==> src/rtl/jtag_host_pkg.sv <==
`default_nettype none
// ============================================================================
// Module      : jtag_host_pkg
// Description : Shared op codes, TMS header/trailer patterns and FSM state
//               encoding for the JTAG host-side sequencer.
// Revision    : 1.0 - initial release
// ============================================================================
package jtag_host_pkg;

    // Command op codes
    localparam logic [1:0] OP_RESET    = 2'd0;
    localparam logic [1:0] OP_IDLE     = 2'd1;
    localparam logic [1:0] OP_SHIFT_IR = 2'd2;
    localparam logic [1:0] OP_SHIFT_DR = 2'd3;

    // TMS patterns, LSB is the first tick
    localparam logic [3:0] C_IR_HDR_PAT = 4'b0011;
    localparam int         C_IR_HDR_LEN = 4;
    localparam logic [2:0] C_DR_HDR_PAT = 3'b001;
    localparam int         C_DR_HDR_LEN = 3;
    localparam logic [1:0] C_TRL_PAT    = 2'b01;
    localparam int         C_TRL_LEN    = 2;
    localparam logic [5:0] C_RST_PAT    = 6'b011111;
    localparam int         C_RST_LEN    = 6;

    // Sequencer states
    typedef enum logic [2:0] {
        S_IDLE  = 3'd0,
        S_PRE   = 3'd1,
        S_SHIFT = 3'd2,
        S_POST  = 3'd3,
        S_DONE  = 3'd4
    } state_t;

endpackage
`default_nettype wire

==> src/rtl/jtag_tck_gen.sv <==
`default_nettype none
// ============================================================================
// Module      : jtag_tck_gen
// Description : TCK generator. Counts CLK_DIV low cycles then CLK_DIV high
//               cycles while enabled and flags the cycle before each edge.
// Revision    : 1.0 - initial release
// ============================================================================
module jtag_tck_gen #(
    parameter int CLK_DIV = 2
) (
    input  logic clk,
    input  logic rst,
    input  logic i_en,
    output logic o_tck,
    output logic o_rise_stb,
    output logic o_fall_stb
);

    localparam int           PW        = $clog2(2 * CLK_DIV);
    localparam logic [PW-1:0] C_RISE_AT = PW'(CLK_DIV - 1);
    localparam logic [PW-1:0] C_FALL_AT = PW'(2 * CLK_DIV - 1);

    logic [PW-1:0] r_phase;
    logic          r_tck;

    // Strobes mark the cycle whose closing edge moves TCK
    assign o_rise_stb = i_en && (r_phase == C_RISE_AT);
    assign o_fall_stb = i_en && (r_phase == C_FALL_AT);
    assign o_tck      = r_tck;

    // Phase counter; parked at zero so a new command starts a fresh low phase
    always_ff @(posedge clk) begin
        if (rst || !i_en) begin
            r_phase <= '0;
        end else if (r_phase == C_FALL_AT) begin
            r_phase <= '0;
        end else begin
            r_phase <= r_phase + PW'(1);
        end
    end

    // Registered TCK driven from the strobes
    always_ff @(posedge clk) begin
        if (rst) begin
            r_tck <= 1'b0;
        end else if (o_rise_stb) begin
            r_tck <= 1'b1;
        end else if (o_fall_stb) begin
            r_tck <= 1'b0;
        end
    end

endmodule
`default_nettype wire

==> src/rtl/jtag_host_shifter.sv <==
`default_nettype none
// ============================================================================
// Module      : jtag_host_shifter
// Description : JTAG host sequencer. Runs one RESET / IDLE / SHIFT_IR /
//               SHIFT_DR command at a time, drives TMS/TDI on TCK low phases
//               and captures TDO into a right-aligned response word.
// Revision    : 1.0 - initial release
// ============================================================================
module jtag_host_shifter
    import jtag_host_pkg::*;
#(
    parameter int  MAX_LEN = 32,
    parameter int  CLK_DIV = 2,
    localparam int LW      = $clog2(MAX_LEN + 1)
) (
    input  logic               CLK,
    input  logic               RST,
    input  logic               CMD_VALID,
    output logic               CMD_READY,
    input  logic [1:0]         CMD_OP,
    input  logic [LW-1:0]      CMD_LEN,
    input  logic [MAX_LEN-1:0] CMD_DATA,
    output logic               RSP_VALID,
    output logic [MAX_LEN-1:0] RSP_DATA,
    output logic               BUSY,
    output logic               TCK,
    output logic               TMS,
    output logic               TDI,
    input  logic               TDO
);

    // Counter must also hold the longest header length minus one
    localparam int            CW        = (LW > 3) ? LW : 3;
    localparam logic [LW-1:0] C_MAX_LEN = LW'(MAX_LEN);

    state_t             r_state;
    logic [1:0]         r_op;
    logic [CW-1:0]      r_len;
    logic [CW-1:0]      r_cnt;
    logic [5:0]         r_pat;
    logic [MAX_LEN-1:0] r_data;
    logic [MAX_LEN-1:0] r_mask;
    logic [MAX_LEN-1:0] r_cap;
    logic [MAX_LEN-1:0] r_rsp_data;
    logic               r_rsp_valid;
    logic               r_tms;
    logic               r_tdi;

    logic               w_ready;
    logic               w_accept;
    logic               w_en;
    logic               w_rise;
    logic               w_fall;
    logic               w_scan;
    logic [LW-1:0]      w_len;

    assign w_ready  = (r_state == S_IDLE) || (r_state == S_DONE);
    assign w_accept = CMD_VALID && w_ready;
    assign w_en     = (r_state == S_PRE) || (r_state == S_SHIFT) || (r_state == S_POST);
    assign w_scan   = (r_op != OP_IDLE);
    assign w_len    = (CMD_LEN > C_MAX_LEN) ? C_MAX_LEN : CMD_LEN;

    assign CMD_READY = w_ready;
    assign BUSY      = ~w_ready;
    assign RSP_VALID = r_rsp_valid;
    assign RSP_DATA  = r_rsp_data;
    assign TMS       = r_tms;
    assign TDI       = r_tdi;

    jtag_tck_gen #(
        .CLK_DIV (CLK_DIV)
    ) u_tck_gen (
        .clk        (CLK),
        .rst        (RST),
        .i_en       (w_en),
        .o_tck      (TCK),
        .o_rise_stb (w_rise),
        .o_fall_stb (w_fall)
    );

    // Command sequencer: TMS/TDI update on each TCK fall, TDO capture on rise
    always_ff @(posedge CLK) begin
        if (RST) begin
            r_state     <= S_IDLE;
            r_op        <= OP_RESET;
            r_len       <= '0;
            r_cnt       <= '0;
            r_pat       <= '0;
            r_data      <= '0;
            r_mask      <= '0;
            r_cap       <= '0;
            r_rsp_data  <= '0;
            r_rsp_valid <= 1'b0;
            r_tms       <= 1'b1;
            r_tdi       <= 1'b0;
        end else begin
            r_rsp_valid <= 1'b0;
            case (r_state)
                S_IDLE, S_DONE: begin
                    r_state <= S_IDLE;
                    if (w_accept) begin
                        r_op   <= CMD_OP;
                        r_len  <= CW'(w_len);
                        r_data <= CMD_DATA;
                        r_mask <= MAX_LEN'(1);
                        r_cap  <= '0;
                        r_tdi  <= 1'b0;
                        if (CMD_OP == OP_RESET) begin
                            r_state <= S_PRE;
                            r_pat   <= C_RST_PAT;
                            r_cnt   <= CW'(C_RST_LEN - 1);
                            r_tms   <= C_RST_PAT[0];
                        end else if (w_len == '0) begin
                            // Nothing to clock: complete immediately
                            r_state     <= S_DONE;
                            r_rsp_valid <= 1'b1;
                            r_rsp_data  <= '0;
                            r_tms       <= 1'b0;
                        end else if (CMD_OP == OP_IDLE) begin
                            r_state <= S_SHIFT;
                            r_cnt   <= CW'(w_len) - CW'(1);
                            r_tms   <= 1'b0;
                        end else if (CMD_OP == OP_SHIFT_IR) begin
                            r_state <= S_PRE;
                            r_pat   <= {2'b00, C_IR_HDR_PAT};
                            r_cnt   <= CW'(C_IR_HDR_LEN - 1);
                            r_tms   <= C_IR_HDR_PAT[0];
                        end else begin
                            r_state <= S_PRE;
                            r_pat   <= {3'b000, C_DR_HDR_PAT};
                            r_cnt   <= CW'(C_DR_HDR_LEN - 1);
                            r_tms   <= C_DR_HDR_PAT[0];
                        end
                    end
                end
                S_PRE: begin
                    if (w_fall) begin
                        if (r_cnt != '0) begin
                            r_cnt <= r_cnt - CW'(1);
                            r_pat <= {1'b0, r_pat[5:1]};
                            r_tms <= r_pat[1];
                        end else if (r_op == OP_RESET) begin
                            r_state     <= S_DONE;
                            r_rsp_valid <= 1'b1;
                            r_rsp_data  <= r_cap;
                            r_tms       <= 1'b0;
                        end else begin
                            r_state <= S_SHIFT;
                            r_cnt   <= r_len - CW'(1);
                            r_tms   <= (r_len == CW'(1));
                            r_tdi   <= r_data[0];
                        end
                    end
                end
                S_SHIFT: begin
                    if (w_rise && w_scan) begin
                        r_cap <= r_cap | (r_mask & {MAX_LEN{TDO}});
                    end
                    if (w_fall) begin
                        if (r_cnt != '0) begin
                            // IDLE clocking keeps TMS/TDI low throughout
                            r_cnt  <= r_cnt - CW'(1);
                            r_mask <= r_mask << 1;
                            r_data <= r_data >> 1;
                            r_tdi  <= w_scan && r_data[1];
                            r_tms  <= w_scan && (r_cnt == CW'(1));
                        end else if (!w_scan) begin
                            r_state     <= S_DONE;
                            r_rsp_valid <= 1'b1;
                            r_rsp_data  <= r_cap;
                            r_tms       <= 1'b0;
                            r_tdi       <= 1'b0;
                        end else begin
                            r_state <= S_POST;
                            r_pat   <= {4'b0000, C_TRL_PAT};
                            r_cnt   <= CW'(C_TRL_LEN - 1);
                            r_tms   <= C_TRL_PAT[0];
                            r_tdi   <= 1'b0;
                        end
                    end
                end
                S_POST: begin
                    if (w_fall) begin
                        if (r_cnt != '0) begin
                            r_cnt <= r_cnt - CW'(1);
                            r_pat <= {1'b0, r_pat[5:1]};
                            r_tms <= r_pat[1];
                        end else begin
                            r_state     <= S_DONE;
                            r_rsp_valid <= 1'b1;
                            r_rsp_data  <= r_cap;
                            r_tms       <= 1'b0;
                        end
                    end
                end
                default: r_state <= S_IDLE;
            endcase
        end
    end

endmodule
`default_nettype wire

==> config.mk <==
export PLATFORM = sky130hd
export DESIGN_NAME = jtag_host_shifter
export DESIGN_NICKNAME = d
export VERILOG_FILES = /design/src/rtl/jtag_host_pkg.sv /design/src/rtl/jtag_tck_gen.sv /design/src/rtl/jtag_host_shifter.sv
export SDC_FILE = /design/constraint.sdc
export NUM_CORES = 1
export LEC_CHECK = 0
export CAP_MARGIN = 15
export CORE_MARGIN = 2
export CORE_UTILIZATION = 37
export DETAILED_ROUTE_END_ITERATION = 16
export PLACE_DENSITY_LB_ADDON = 0.1
export SYNTH_ARGS = -nofsm -noshare
export SYNTH_HDL_FRONTEND = slang
export SYNTH_HIERARCHICAL = 1
export SYNTH_SLANG_ARGS = --single-unit
==> constraint.sdc <==
create_clock -name CLK -period 3.19 [get_ports CLK]
set_input_delay 0.4785 -clock CLK [delete_from_list [all_inputs] [get_ports CLK]]
set_output_delay 0.4785 -clock CLK [all_outputs]
set_load 0.005 [all_outputs]
==> flow_metrics.py <==
metrics = {
    "power": {
        "leakagePower_nw": 2.78,
        "vdd_drop_max_mv": 0.396,
        "power.density_nw_per_um2": 812,
    },
    "worst_setup_path": {
        "crit_path_start": "CMD_LEN[5]",
        "reg2reg_from": "r_state[2]",
        "end_kind": "register",
        "cp-endpoint": "RSP_DATA[3]",
        "cpPeakStageDelay_ps": 630,
        "startpoint_type": "input pin",
        "crit_top_cell": "a21oi_1",
        "cp_slowest_cell": "clkdlybuf4s50_1",
        "critPathKind": "in -> reg",
        "crit_chain": "clkdlybuf4s50_1 > nor2b_1 > inv_1 > ha_1 > o21a_1 > a21oi_1 > a2111oi_4 > buf_12 > nand3_1 > a21oi_1",
        "worstPathRequired_ps": 3540,
        "crit_fanout": 64,
        "rr_worst_depth": 7,
        "r2r-end": "r_cnt[5]",
        "reg2reg_slack_ps": 800,
        "cp.arrival_ps": 2890,
    },
    "synthesis": {
        "synthFlopType": "dfxtp_1",
        "syn_avg_cell_area_um2": 8.57,
        "yosys-top-cells-area": "dfxtp_1 (46%), a21oi_1 (9.1%), nand3_1 (5.1%), mux2i_1 (4.8%), nor2_1 (4.6%)",
        "synth-edff-count": 0,
        "syn-cell-area_um2": 6690,
        "synth_warnings": 6,
        "synthCells": 781,
        "yosysMostFrequentCell": "dfxtp_1",
        "synthTopCellsByCount": "dfxtp_1 (155), a21oi_1 (121), nor2_1 (82), nand3_1 (68), nand2_1 (56)",
        "synth_top_cell_area_share_pct": 46.4,
        "synth_nets": 834,
        "synth.distinct_cells": 64,
        "synth_top_area_cell": "dfxtp_1",
        "ys_seq_elements": 155,
        "yosysSeqAreaShare_pct": 46.4,
        "ys_async_sr_fraction_pct": 0,
    },
    "drt": {
        "dr.pass1.iters": 5,
        "via_count": 5691,
        "drtIter0Drc": 354,
        "drt-wirelength-per-cell_um": 14.9,
        "ant_nets": 0,
        "drt_wl_total_mm": 16.1,
        "viasPerCell": 5.26,
        "drcViolationCount": 0,
    },
    "cts": {
        "clk_pin_slew_ps": 60,
        "clock_latency_ps": 430,
        "cts_tree": "yes",
        "post-cts-setup-buffer-count": 0,
        "hold_buffers": 0,
        "cts-resized-gates": 0,
        "clock_path_buffers": 2,
        "clock_sinks": 155,
        "cts_made_buffers": 17,
        "root_buffer": "clkbuf_16",
        "htreeDepth": 4,
    },
    "grt": {
        "grt_max_degree": 94,
        "grt_pass1_wl_mm": 27.1,
        "overflow": 0,
        "gr-usage-all-layers_pct": 17.0,
        "grt_pass1_vias": 5361,
        "antenna_found_initial": 0,
    },
    "floorplanning": {
        "rows": 49,
        "chipWidth_um": 138,
        "start_util_pct": 37.5,
        "die_h_um": 138,
        "core_area_um2": 17800,
        "ios": 82,
        "die_area_um2": 19200,
    },
    "sta": {
        "slew_violations": 0,
        "rsz0062_at_grt": "false",
        "max_freq_mhz": 394,
        "layout_worst_path_cycle_share_pct": 79.6,
        "postLayoutSetupSlackWorst_ps": 650,
        "setup_viol": 0,
        "worst_pin_slew_ps": 684,
        "period_needed_ps": 2540,
        "fin_setup_tns_ps": 0,
        "whs_ps": 456,
        "relSlewSlack_pct": 54.4,
        "hold_viol": 0,
        "skew_ps": 13.5,
    },
    "min_path": {
        "worstHoldStart": "r_mask[31]",
        "hold_path_class": "reg -> reg",
    },
    "place": {
        "gp_congestion": 0.867,
        "dpl-instance-area_um2": 7730,
        "detailed_place_hpwl_mm": 10.2,
        "portBuffers": 81,
        "pre_cts_slack_ps": 281,
    },
    "finish": {
        "design_area_um2": 8360,
        "drive_above_1_share_pct": 7.86,
        "fill_cells": 1710,
        "layout.nets": 892,
        "antennaDiodeCount": 0,
        "area_growth_pct": 24.9,
    },
    "outcome": {
        "status": "finished clean",
    },
    "run": {
        "drv_cap": 0,
    },
}
## flip-flops by register name, summed over array words and instances (netlist names), 2 cells and up
register and flops:
RSP_DATA 32, r_cap 32, r_cnt 6, r_data 32, r_len 6, r_mask 32
r_op 2, r_pat 4, r_state 3, u_tck_gen/r_phase 2
## cell families after synthesis
logic type,count (synthesis),share of synthesized area (%)
AND/OR/NAND/NOR,290,21.5
flip-flops,155,46.4
XOR/XNOR,7,0.916
AO/OA/AOI/OAI,210,19.3
adder cells (fa/ha/maj),9,1.68
buffers and inverters,76,5.07
multiplexers,34,5.12
## report_power, final
part | switching, W | internal (W)
Combinational | 0.00144 | 0.000891
Sequential | 0.000183 | 0.00215
Clock | 0.000854 | 0.00127
Total | 0.00247 | 0.00431
## metal layers
layer	GRT usage (%)	share of wire, %	vias to the layer above
met5	0	0	-
met4	5.21	1.5	0
met3	4.30	4.8	19
met2	24.9	43	128
met1	24.6	51	2665
li1	-	-	2879
## critical path: cells and delay by family
family                     cells  cell delay, ps
buffers and inverters          3            1000
AOI/OAI and AO/OA              4             840
and+or+nand+nor                2             290
adders and majority gates      1             230
## cell usage in the layout, fill, tap and decap left out, types with 4 or more instances in the layout
| cell type | Yosys | layout |
|---|---|---|
| a211oi_1 | 36 | 36 |
| a21oi_1 | 121 | 121 |
| buf_12 | 0 | 4 |
| buf_4 | 1 | 15 |
| clkbuf_16 | 0 | 17 |
| clkdlybuf4s50_1 | 0 | 80 |
| dfxtp_1 | 155 | 155 |
| ha_1 | 9 | 9 |
| inv_1 | 15 | 15 |
| inv_6 | 0 | 4 |
| mux2i_1 | 32 | 32 |
| nand2_1 | 56 | 56 |
| nand2b_1 | 41 | 41 |
| nand3_1 | 68 | 68 |
| nand4_1 | 5 | 5 |
| nor2_1 | 82 | 82 |
| nor2b_1 | 6 | 6 |
| nor3_1 | 5 | 5 |
| o21ai_0 | 12 | 12 |
| xnor2_1 | 6 | 6 |
## stage by stage
| step | utilization (%) | total power, W | instances |
|---|---|---|---|
| floorplan | - | 0.00400 | 781 |
| global placement | 43.3 | 0.00467 | 1049 |
| detailed placement | 43.3 | 0.00469 | 1049 |
| CTS | 46.8 | 0.00684 | 1081 |
| global route | 46.8 | 0.00720 | 1081 |
| finish | 46.8 | 0.00679 | 1081 |
## worst min path at each step
stage | slack, ps | depth (start not counted) | to
floorplan | 420 | 1 | u_tck_gen/r_phase[0]
global placement | 430 | 1 | u_tck_gen/r_phase[0]
detailed placement | 450 | 2 | r_mask[31]
CTS | 460 | 2 | r_mask[31]
global route | 480 | 2 | r_mask[31]
finish | 460 | 2 | r_mask[31]
## area by class of cell
| class | instances | area, um2 | share of cell area, % |
|---|---|---|---|
| clock buffer | 19 | 443 | 5.30 |
| clock inverter | 13 | 179 | 2.14 |
| tap | 229 | 287 | 3.43 |
| inverter | 16 | 60.1 | 0.719 |
| timing repair buffer | 99 | 993 | 11.9 |
| multi-input combinational | 550 | 3290 | 39.4 |
| sequential | 155 | 3100 | 37.1 |
No activity file was read; power rests on OpenSTA's default activity.
